===== config.mk =====
export PLATFORM = sky130hd
export DESIGN_NAME = add38_share_arb_flat
export DESIGN_NICKNAME = d
export VERILOG_FILES = /design/src/rtl/add38_share_arb_pkg.sv /design/src/rtl/add38_share_arb_if.sv /design/src/rtl/add38_share_arb_rr_pick.sv /design/src/rtl/add_38bits.sv /design/src/rtl/add38_share_arb.sv /design/src/flat_wrapper.sv
export SDC_FILE = /design/constraint.sdc
export NUM_CORES = 1
export LEC_CHECK = 0
export ABC_AREA = 1
export BUFFER_PORTS_ARGS = -buffer_cell sky130_fd_sc_hd__buf_2
export CAP_MARGIN = 10
export CORE_MARGIN = 4
export CORE_UTILIZATION = 50
export DETAILED_ROUTE_END_ITERATION = 8
export PLACE_DENSITY = 0.8
export SYNTH_ARGS = -nofsm -noshare
export SYNTH_HDL_FRONTEND = slang
export SYNTH_HIERARCHICAL = 1
export SYNTH_SLANG_ARGS = --single-unit

===== constraint.sdc =====
create_clock -name i_clk -period 3.4 [get_ports i_clk]
set_clock_uncertainty 0.1 [all_clocks]
set_input_delay 0.51 -clock i_clk [delete_from_list [all_inputs] [get_ports i_clk]]
set_output_delay 0.51 -clock i_clk [all_outputs]
set_load 0.05 [all_outputs]

===== src/rtl/add38_share_arb_pkg.sv =====
// Shared types for the add_38bits sharing arbiter: adder width, FSM states and
// the index-width helper used by the arbiter and its pick logic.
package add38_share_pkg;
  localparam int ADD_W = 38;

  typedef enum logic {S_IDLE, S_HOLD} arb_state_e;

  typedef logic [ADD_W-1:0] add_word_t;

  function automatic int idx_w(input int n_req);
    return (n_req > 2) ? 2 : 1;
  endfunction
endpackage


===== src/rtl/add38_share_arb_if.sv =====
// Request/response bundle between N_REQ requesters and the shared adder arbiter.
interface add38_share_arb_if #(
  parameter int N_REQ  = 2,
  parameter int DATA_W = 38
);
  logic [N_REQ-1:0]        i_req_valid;
  logic [N_REQ-1:0]        o_req_ready;
  logic [N_REQ*DATA_W-1:0] i_req_data_one;
  logic [N_REQ*DATA_W-1:0] i_req_data_two;
  logic [N_REQ-1:0]        i_req_carry;
  logic [N_REQ-1:0]        o_rsp_valid;
  logic [N_REQ-1:0]        i_rsp_ready;
  logic [DATA_W-1:0]       o_rsp_data;
  logic                    o_rsp_carry;
  logic                    o_busy;

  modport master (
    output i_req_valid, i_req_data_one, i_req_data_two, i_req_carry, i_rsp_ready,
    input  o_req_ready, o_rsp_valid, o_rsp_data, o_rsp_carry, o_busy
  );

  modport slave (
    input  i_req_valid, i_req_data_one, i_req_data_two, i_req_carry, i_rsp_ready,
    output o_req_ready, o_rsp_valid, o_rsp_data, o_rsp_carry, o_busy
  );
endinterface


===== src/rtl/add38_share_arb_rr_pick.sv =====
// Combinational requester pick: round-robin from a pointer, or lowest index
// when RR_EN=0. Produces a one-hot grant, its index and an any-valid flag.
module add38_rr_pick
  import add38_share_pkg::*;
#(
  parameter int N_REQ = 2,
  parameter int RR_EN = 1
) (
  input  logic [N_REQ-1:0]        i_valid,
  input  logic [idx_w(N_REQ)-1:0] i_ptr,
  output logic [N_REQ-1:0]        o_grant,
  output logic [idx_w(N_REQ)-1:0] o_idx,
  output logic                    o_any
);
  localparam int IDX_W = idx_w(N_REQ);

  int unsigned cand;

  always_comb begin
    o_grant = '0;
    o_idx   = '0;
    o_any   = 1'b0;
    cand    = 0;
    for (int unsigned k = 0; k < N_REQ; k++) begin
      // Candidate order starts at the pointer and wraps; fixed priority ignores it.
      cand = (RR_EN != 0) ? (32'(i_ptr) + k) % 32'(N_REQ) : k;
      if (!o_any && i_valid[cand]) begin
        o_any         = 1'b1;
        o_grant[cand] = 1'b1;
        o_idx         = IDX_W'(cand);
      end
    end
  end
endmodule


===== src/rtl/add_38bits.sv =====
// 38-bit unsigned adder with carry-in and carry-out.
module add_38bits (
  input  logic [37:0] i_a,
  input  logic [37:0] i_b,
  input  logic        i_carry,
  output logic [37:0] o_sum,
  output logic        o_carry
);
  assign {o_carry, o_sum} = {1'b0, i_a} + {1'b0, i_b} + {38'b0, i_carry};
endmodule


===== src/rtl/add38_share_arb.sv =====
// Shares one add_38bits between N_REQ requesters with a single registered
// result stage; a held result blocks new accepts until its owner consumes it.
module add38_share_arb
  import add38_share_pkg::*;
#(
  parameter int DATA_W = 38,
  parameter int N_REQ  = 2,
  parameter int RR_EN  = 1
) (
  input  logic              i_clk,
  input  logic              i_rst,
  add38_share_arb_if.slave  bus
);
  localparam int IDX_W = idx_w(N_REQ);

  arb_state_e        state_q, state_d;
  logic [IDX_W-1:0]  owner_q, owner_d;
  logic [IDX_W-1:0]  rr_ptr_q, rr_ptr_d;
  add_word_t         sum_q, sum_d;
  logic              carry_q, carry_d;
  logic [N_REQ-1:0]  rsp_valid_q, rsp_valid_d;

  logic [N_REQ-1:0]  pick_grant;
  logic [IDX_W-1:0]  pick_idx;
  logic              pick_any;
  logic              can_accept;
  logic              accept;

  add_word_t         op_a, op_b, add_sum;
  logic              op_c, add_cout;

  add38_rr_pick #(
    .N_REQ (N_REQ),
    .RR_EN (RR_EN)
  ) u_pick (
    .i_valid (bus.i_req_valid),
    .i_ptr   (rr_ptr_q),
    .o_grant (pick_grant),
    .o_idx   (pick_idx),
    .o_any   (pick_any)
  );

  // Consuming the held result frees the register for a same-cycle accept.
  assign can_accept = (state_q == S_IDLE) ||
                      ((state_q == S_HOLD) && bus.i_rsp_ready[owner_q]);
  assign accept     = can_accept && pick_any;

  always_comb begin
    op_a = '0;
    op_b = '0;
    op_c = 1'b0;
    for (int unsigned k = 0; k < N_REQ; k++) begin
      if (pick_grant[k]) begin
        op_a = bus.i_req_data_one[k*DATA_W +: DATA_W];
        op_b = bus.i_req_data_two[k*DATA_W +: DATA_W];
        op_c = bus.i_req_carry[k];
      end
    end
  end

  add_38bits u_add (
    .i_a     (op_a),
    .i_b     (op_b),
    .i_carry (op_c),
    .o_sum   (add_sum),
    .o_carry (add_cout)
  );

  always_comb begin
    state_d     = state_q;
    owner_d     = owner_q;
    rr_ptr_d    = rr_ptr_q;
    sum_d       = sum_q;
    carry_d     = carry_q;
    rsp_valid_d = '0;
    if (accept) begin
      state_d  = S_HOLD;
      owner_d  = pick_idx;
      rr_ptr_d = (pick_idx == IDX_W'(N_REQ - 1)) ? '0 : pick_idx + 1'b1;
      sum_d    = add_sum;
      carry_d  = add_cout;
    end else if ((state_q == S_HOLD) && bus.i_rsp_ready[owner_q]) begin
      state_d = S_IDLE;
    end
    if (state_d == S_HOLD) begin
      rsp_valid_d[owner_d] = 1'b1;
    end
  end

  always_ff @(posedge i_clk or posedge i_rst) begin
    if (i_rst) begin
      state_q     <= S_IDLE;
      owner_q     <= '0;
      rr_ptr_q    <= '0;
      sum_q       <= '0;
      carry_q     <= 1'b0;
      rsp_valid_q <= '0;
    end else begin
      state_q     <= state_d;
      owner_q     <= owner_d;
      rr_ptr_q    <= rr_ptr_d;
      sum_q       <= sum_d;
      carry_q     <= carry_d;
      rsp_valid_q <= rsp_valid_d;
    end
  end

  assign bus.o_req_ready = accept ? pick_grant : '0;
  assign bus.o_rsp_valid = rsp_valid_q;
  assign bus.o_rsp_data  = sum_q;
  assign bus.o_rsp_carry = carry_q;
  assign bus.o_busy      = (state_q == S_HOLD);
endmodule

===== src/flat_wrapper.sv =====
// flat-port wrapper written by rule: the top's interface ports become plain ports
module add38_share_arb_flat import add38_share_pkg::*;
#(
  parameter int DATA_W = 38,
  parameter int N_REQ  = 2,
  parameter int RR_EN  = 1
)
  (i_clk, i_rst, bus_i_req_valid, bus_i_req_data_one, bus_i_req_data_two, bus_i_req_carry, bus_i_rsp_ready, bus_o_req_ready, bus_o_rsp_valid, bus_o_rsp_data, bus_o_rsp_carry, bus_o_busy);
  add38_share_arb_if #(.N_REQ(N_REQ), .DATA_W(DATA_W)) bus_i ();
  input  logic i_clk;
  input  logic i_rst;
  input wire logic [$bits(bus_i.i_req_valid)-1:0] bus_i_req_valid;
  input wire logic [$bits(bus_i.i_req_data_one)-1:0] bus_i_req_data_one;
  input wire logic [$bits(bus_i.i_req_data_two)-1:0] bus_i_req_data_two;
  input wire logic [$bits(bus_i.i_req_carry)-1:0] bus_i_req_carry;
  input wire logic [$bits(bus_i.i_rsp_ready)-1:0] bus_i_rsp_ready;
  output wire logic [$bits(bus_i.o_req_ready)-1:0] bus_o_req_ready;
  output wire logic [$bits(bus_i.o_rsp_valid)-1:0] bus_o_rsp_valid;
  output wire logic [$bits(bus_i.o_rsp_data)-1:0] bus_o_rsp_data;
  output wire logic [$bits(bus_i.o_rsp_carry)-1:0] bus_o_rsp_carry;
  output wire logic [$bits(bus_i.o_busy)-1:0] bus_o_busy;
  assign bus_i.i_req_valid = bus_i_req_valid;
  assign bus_i.i_req_data_one = bus_i_req_data_one;
  assign bus_i.i_req_data_two = bus_i_req_data_two;
  assign bus_i.i_req_carry = bus_i_req_carry;
  assign bus_i.i_rsp_ready = bus_i_rsp_ready;
  assign bus_o_req_ready = bus_i.o_req_ready;
  assign bus_o_rsp_valid = bus_i.o_rsp_valid;
  assign bus_o_rsp_data = bus_i.o_rsp_data;
  assign bus_o_rsp_carry = bus_i.o_rsp_carry;
  assign bus_o_busy = bus_i.o_busy;
  add38_share_arb #(.DATA_W(DATA_W), .N_REQ(N_REQ), .RR_EN(RR_EN)) u_core (.i_clk(i_clk), .i_rst(i_rst), .bus(bus_i));
endmodule

==> impl_metrics.ini <==
[status]
status = completed

[finish]
synthToLayoutAreaGrowth_pct = 26.1
mostFrequentLayoutCells = nand2_1, buf_2, inv_1
fin_area_mm2 = 0.00714
instances_no_fill = 1380
final_common_cell = nand2_1
drive_gt1_share_pct = 23.0
utilization_pct = 65.3
fin_nets = 1438
antennaDiodeCount = 0

[clocking]
cts-root-buf = clkbuf_16
clock-sinks = 44
cts_buffer_depth = 2
hold_buffers = 0
numCtsBuffers = 5
cts_tree = done
path_clk_slew_ns = 0.06
cts_resized = 0
ctsHtreeMaxLevel = 2
worstSkewPairLatency_ns = 0.29
post_cts.repair.setup_buffers = 0

[timing]
setup_ws_ns = 0.301
maxSlewHeadroom_pct = 49.7
worstMarginPinSlew_ns = 0.750
rsz0062_at_grt = false
setup-tns-final_ns = 0
final.min_clock_period_ns = 3.10
fmax_ghz = 0.323
drv_slew = 0
fin_crit_sh_pct = 91.1
final_hold_viol_count = 0
setup_viol = 0
hold_slack_ns = 0.150

[setup_path]
worst-endpoint-required_ns = 3.48
cp-start-kind = flop
crit_path_end = u_core/bus.o_rsp_data[24]
rr_startpoint = u_core/rr_ptr_q
crit_type = reg2reg
worstSetupEndpointType = flop
worstPathArrival_ns = 3.18
r2r-end = u_core/bus.o_rsp_data[24]
cp_max_fo = 8
rrSetupSlack_ns = 0.30
reg2reg_depth = 19
critPathLaunch = u_core/rr_ptr_q

[power]
p_seq_share_pct = 18.2
finalPower_mw = 5.06
power_frac_comb_pct = 70.7
p_int_mw = 2.17
clockPowerShare_pct = 11.0
p_switching_mw = 2.89
p_per_area_mw_per_mm2 = 709
leakage_nw = 4.60
ir_drop_v = 0.000781
swShare_pct = 57.1

[synthesis]
yosys.area_share.simple_pct = 52.5
synth-edff-count = 0
async_reset_ff_share_pct = 100
synth_seq_area_share_pct = 19.5
yosysUniqueCellTypes = 28
synth-xor-area-share_pct = 3.10
syn_area_per_cell_um2 = 5.48
syn-num-nets = 1232
synth_compound_area_share_pct = 5.15
synth_top_family_by_area = simple AND/OR/NAND/NOR gates
syn_inst = 1033
synth_fa_ha_area_share_pct = 8.89
synth-seq-cells = 44
synth-main-ff-cell = dfrtp_1
syn_area_mm2 = 0.00566
yosys_warnings = 6
synthMuxAreaShare_pct = 0

[floorplanning]
fp.coreArea_mm2 = 0.0109
rows = 38
die_w_um = 114
io_pins = 204
start_util_pct = 51.8
dieArea_mm2 = 0.0131
die_h_um = 114

[run]
max-cap-violations = 0

[routing]
viasPerCell = 4.94
ant_nets = 0
wire_per_inst_um = 13.0
drt_iter0_markers = 498
dr.pass1.iters = 6
post-route-drc-count = 0
wirelength_um = 18000
num_vias = 6815

[global_routing]
grt_pass1_wl_um = 29200
grt_max_degree = 54
gr-total-overflow = 0
grt_pass1_vias = 6071
grt_usage_pct = 27.5
antenna_found_initial = 0

[min_path]
min_path_type = in2async

[place]
post-place-ws_ns = 0.110
io_buffers = 203
dp_cells = 1368
dp_hpwl_um = 15300
gp_congestion = 0.958
place_area_mm2 = 0.00694
[metal layers]
layer	share of wire, %	GRT usage, %	wire length (um)	vias to the layer above
met3	8.3	2.80	1500	6
met5	0	0	0	-
met1	49	43.6	8750	2953
li1	-	-	-	3604
met4	0.67	4.28	121	0
met2	42	40.9	7620	252
[sequential cells by signal, indices dropped and copies added (netlist names)]
name / flops
u_core/bus.o_busy: 1
u_core/bus.o_rsp_carry: 1
u_core/bus.o_rsp_data: 38
u_core/bus.o_rsp_valid: 2
u_core/owner_q: 1
u_core/rr_ptr_q: 1
[power by group through the flow]
stage	clock (mW)	sequential [mW]	combinational [mW]
5_1_grt	0.590	0.963	3.95
3_5_place_dp	0	0.932	3.53
2_1_floorplan	0	1.73	1.81
6_report	0.558	0.923	3.58
3_3_place_gp	0	0.919	3.51
4_1_cts	0.568	0.926	3.55
[cell usage after synthesis (all sizes together), types with 2 or more instances]
| cell type | n | area, um2 |
|---|---|---|
| a21oi | 34 | 174 |
| a31oi | 4 | 25.0 |
| buf | 20 | 109 |
| clkbuf | 14 | 52.6 |
| dfrtp | 44 | 1100 |
| fa | 2 | 40.0 |
| ha | 37 | 463 |
| inv | 121 | 454 |
| nand2 | 528 | 2030 |
| nand3 | 110 | 586 |
| nand4 | 2 | 12.5 |
| nor2 | 71 | 297 |
| nor3 | 7 | 35.0 |
| o21ai | 14 | 70.1 |
| o21bai | 2 | 15.0 |
| xnor2 | 5 | 43.8 |
| xor2 | 15 | 131 |
[cell families (layout without fill, tap and decap cells)]
kind of cell	count (synthesis)	count (layout)
adders and majority gates	39	39
buffers and inverters	155	362
xor gates and xnor gates	20	20
AOI/OAI and AO/OA	55	55
and+or+nand+nor	720	720
DFF	44	44
[area by class of cell]
class | count | area [um2]
clock buffer | 5 | 125
fill | 1119 | 3800
multi-input combinational | 834 | 3960
clock inverter | 3 | 46.3
inverter | 121 | 454
sequential | 44 | 1100
timing repair buffer | 233 | 1280
tap | 140 | 175
[worst max-delay path, cell delays in order (launching register included)]
cell     delay [ns]
dfrtp_1        0.43
nor2_2         0.22
nor2_4         0.07
buf_4          0.17
nand2_1        0.07
nand2_1        0.08
fa_1           0.48
fa_1           0.42
nand3_1        0.11
nand3_2        0.11
nand2_1        0.08
nand3_1        0.12
nand2_1        0.10
nand2_2        0.07
nand2_1        0.09
nand2_1        0.05
nand2_1        0.05
nand2_1        0.04
nand2_1        0.05
nand2_1        0.05
[worst min path at each step]
| stage | startpoint | to | slack [ns] |
|---|---|---|---|
| CTS | i_rst | u_core/bus.o_rsp_data[32] | 0.16 |
| global placement | u_core/bus.o_rsp_data[21] | u_core/bus.o_rsp_data[21] | 0.36 |
| detailed placement | u_core/bus.o_rsp_data[37] | u_core/bus.o_rsp_data[37] | 0.36 |
| finish | i_rst | u_core/bus.o_rsp_data[1] | 0.15 |
| floorplan | u_core/owner_q | u_core/owner_q | 0.38 |
| global route | i_rst | u_core/bus.o_rsp_data[0] | 0.20 |
No activity file was read; power rests on OpenSTA's default activity.
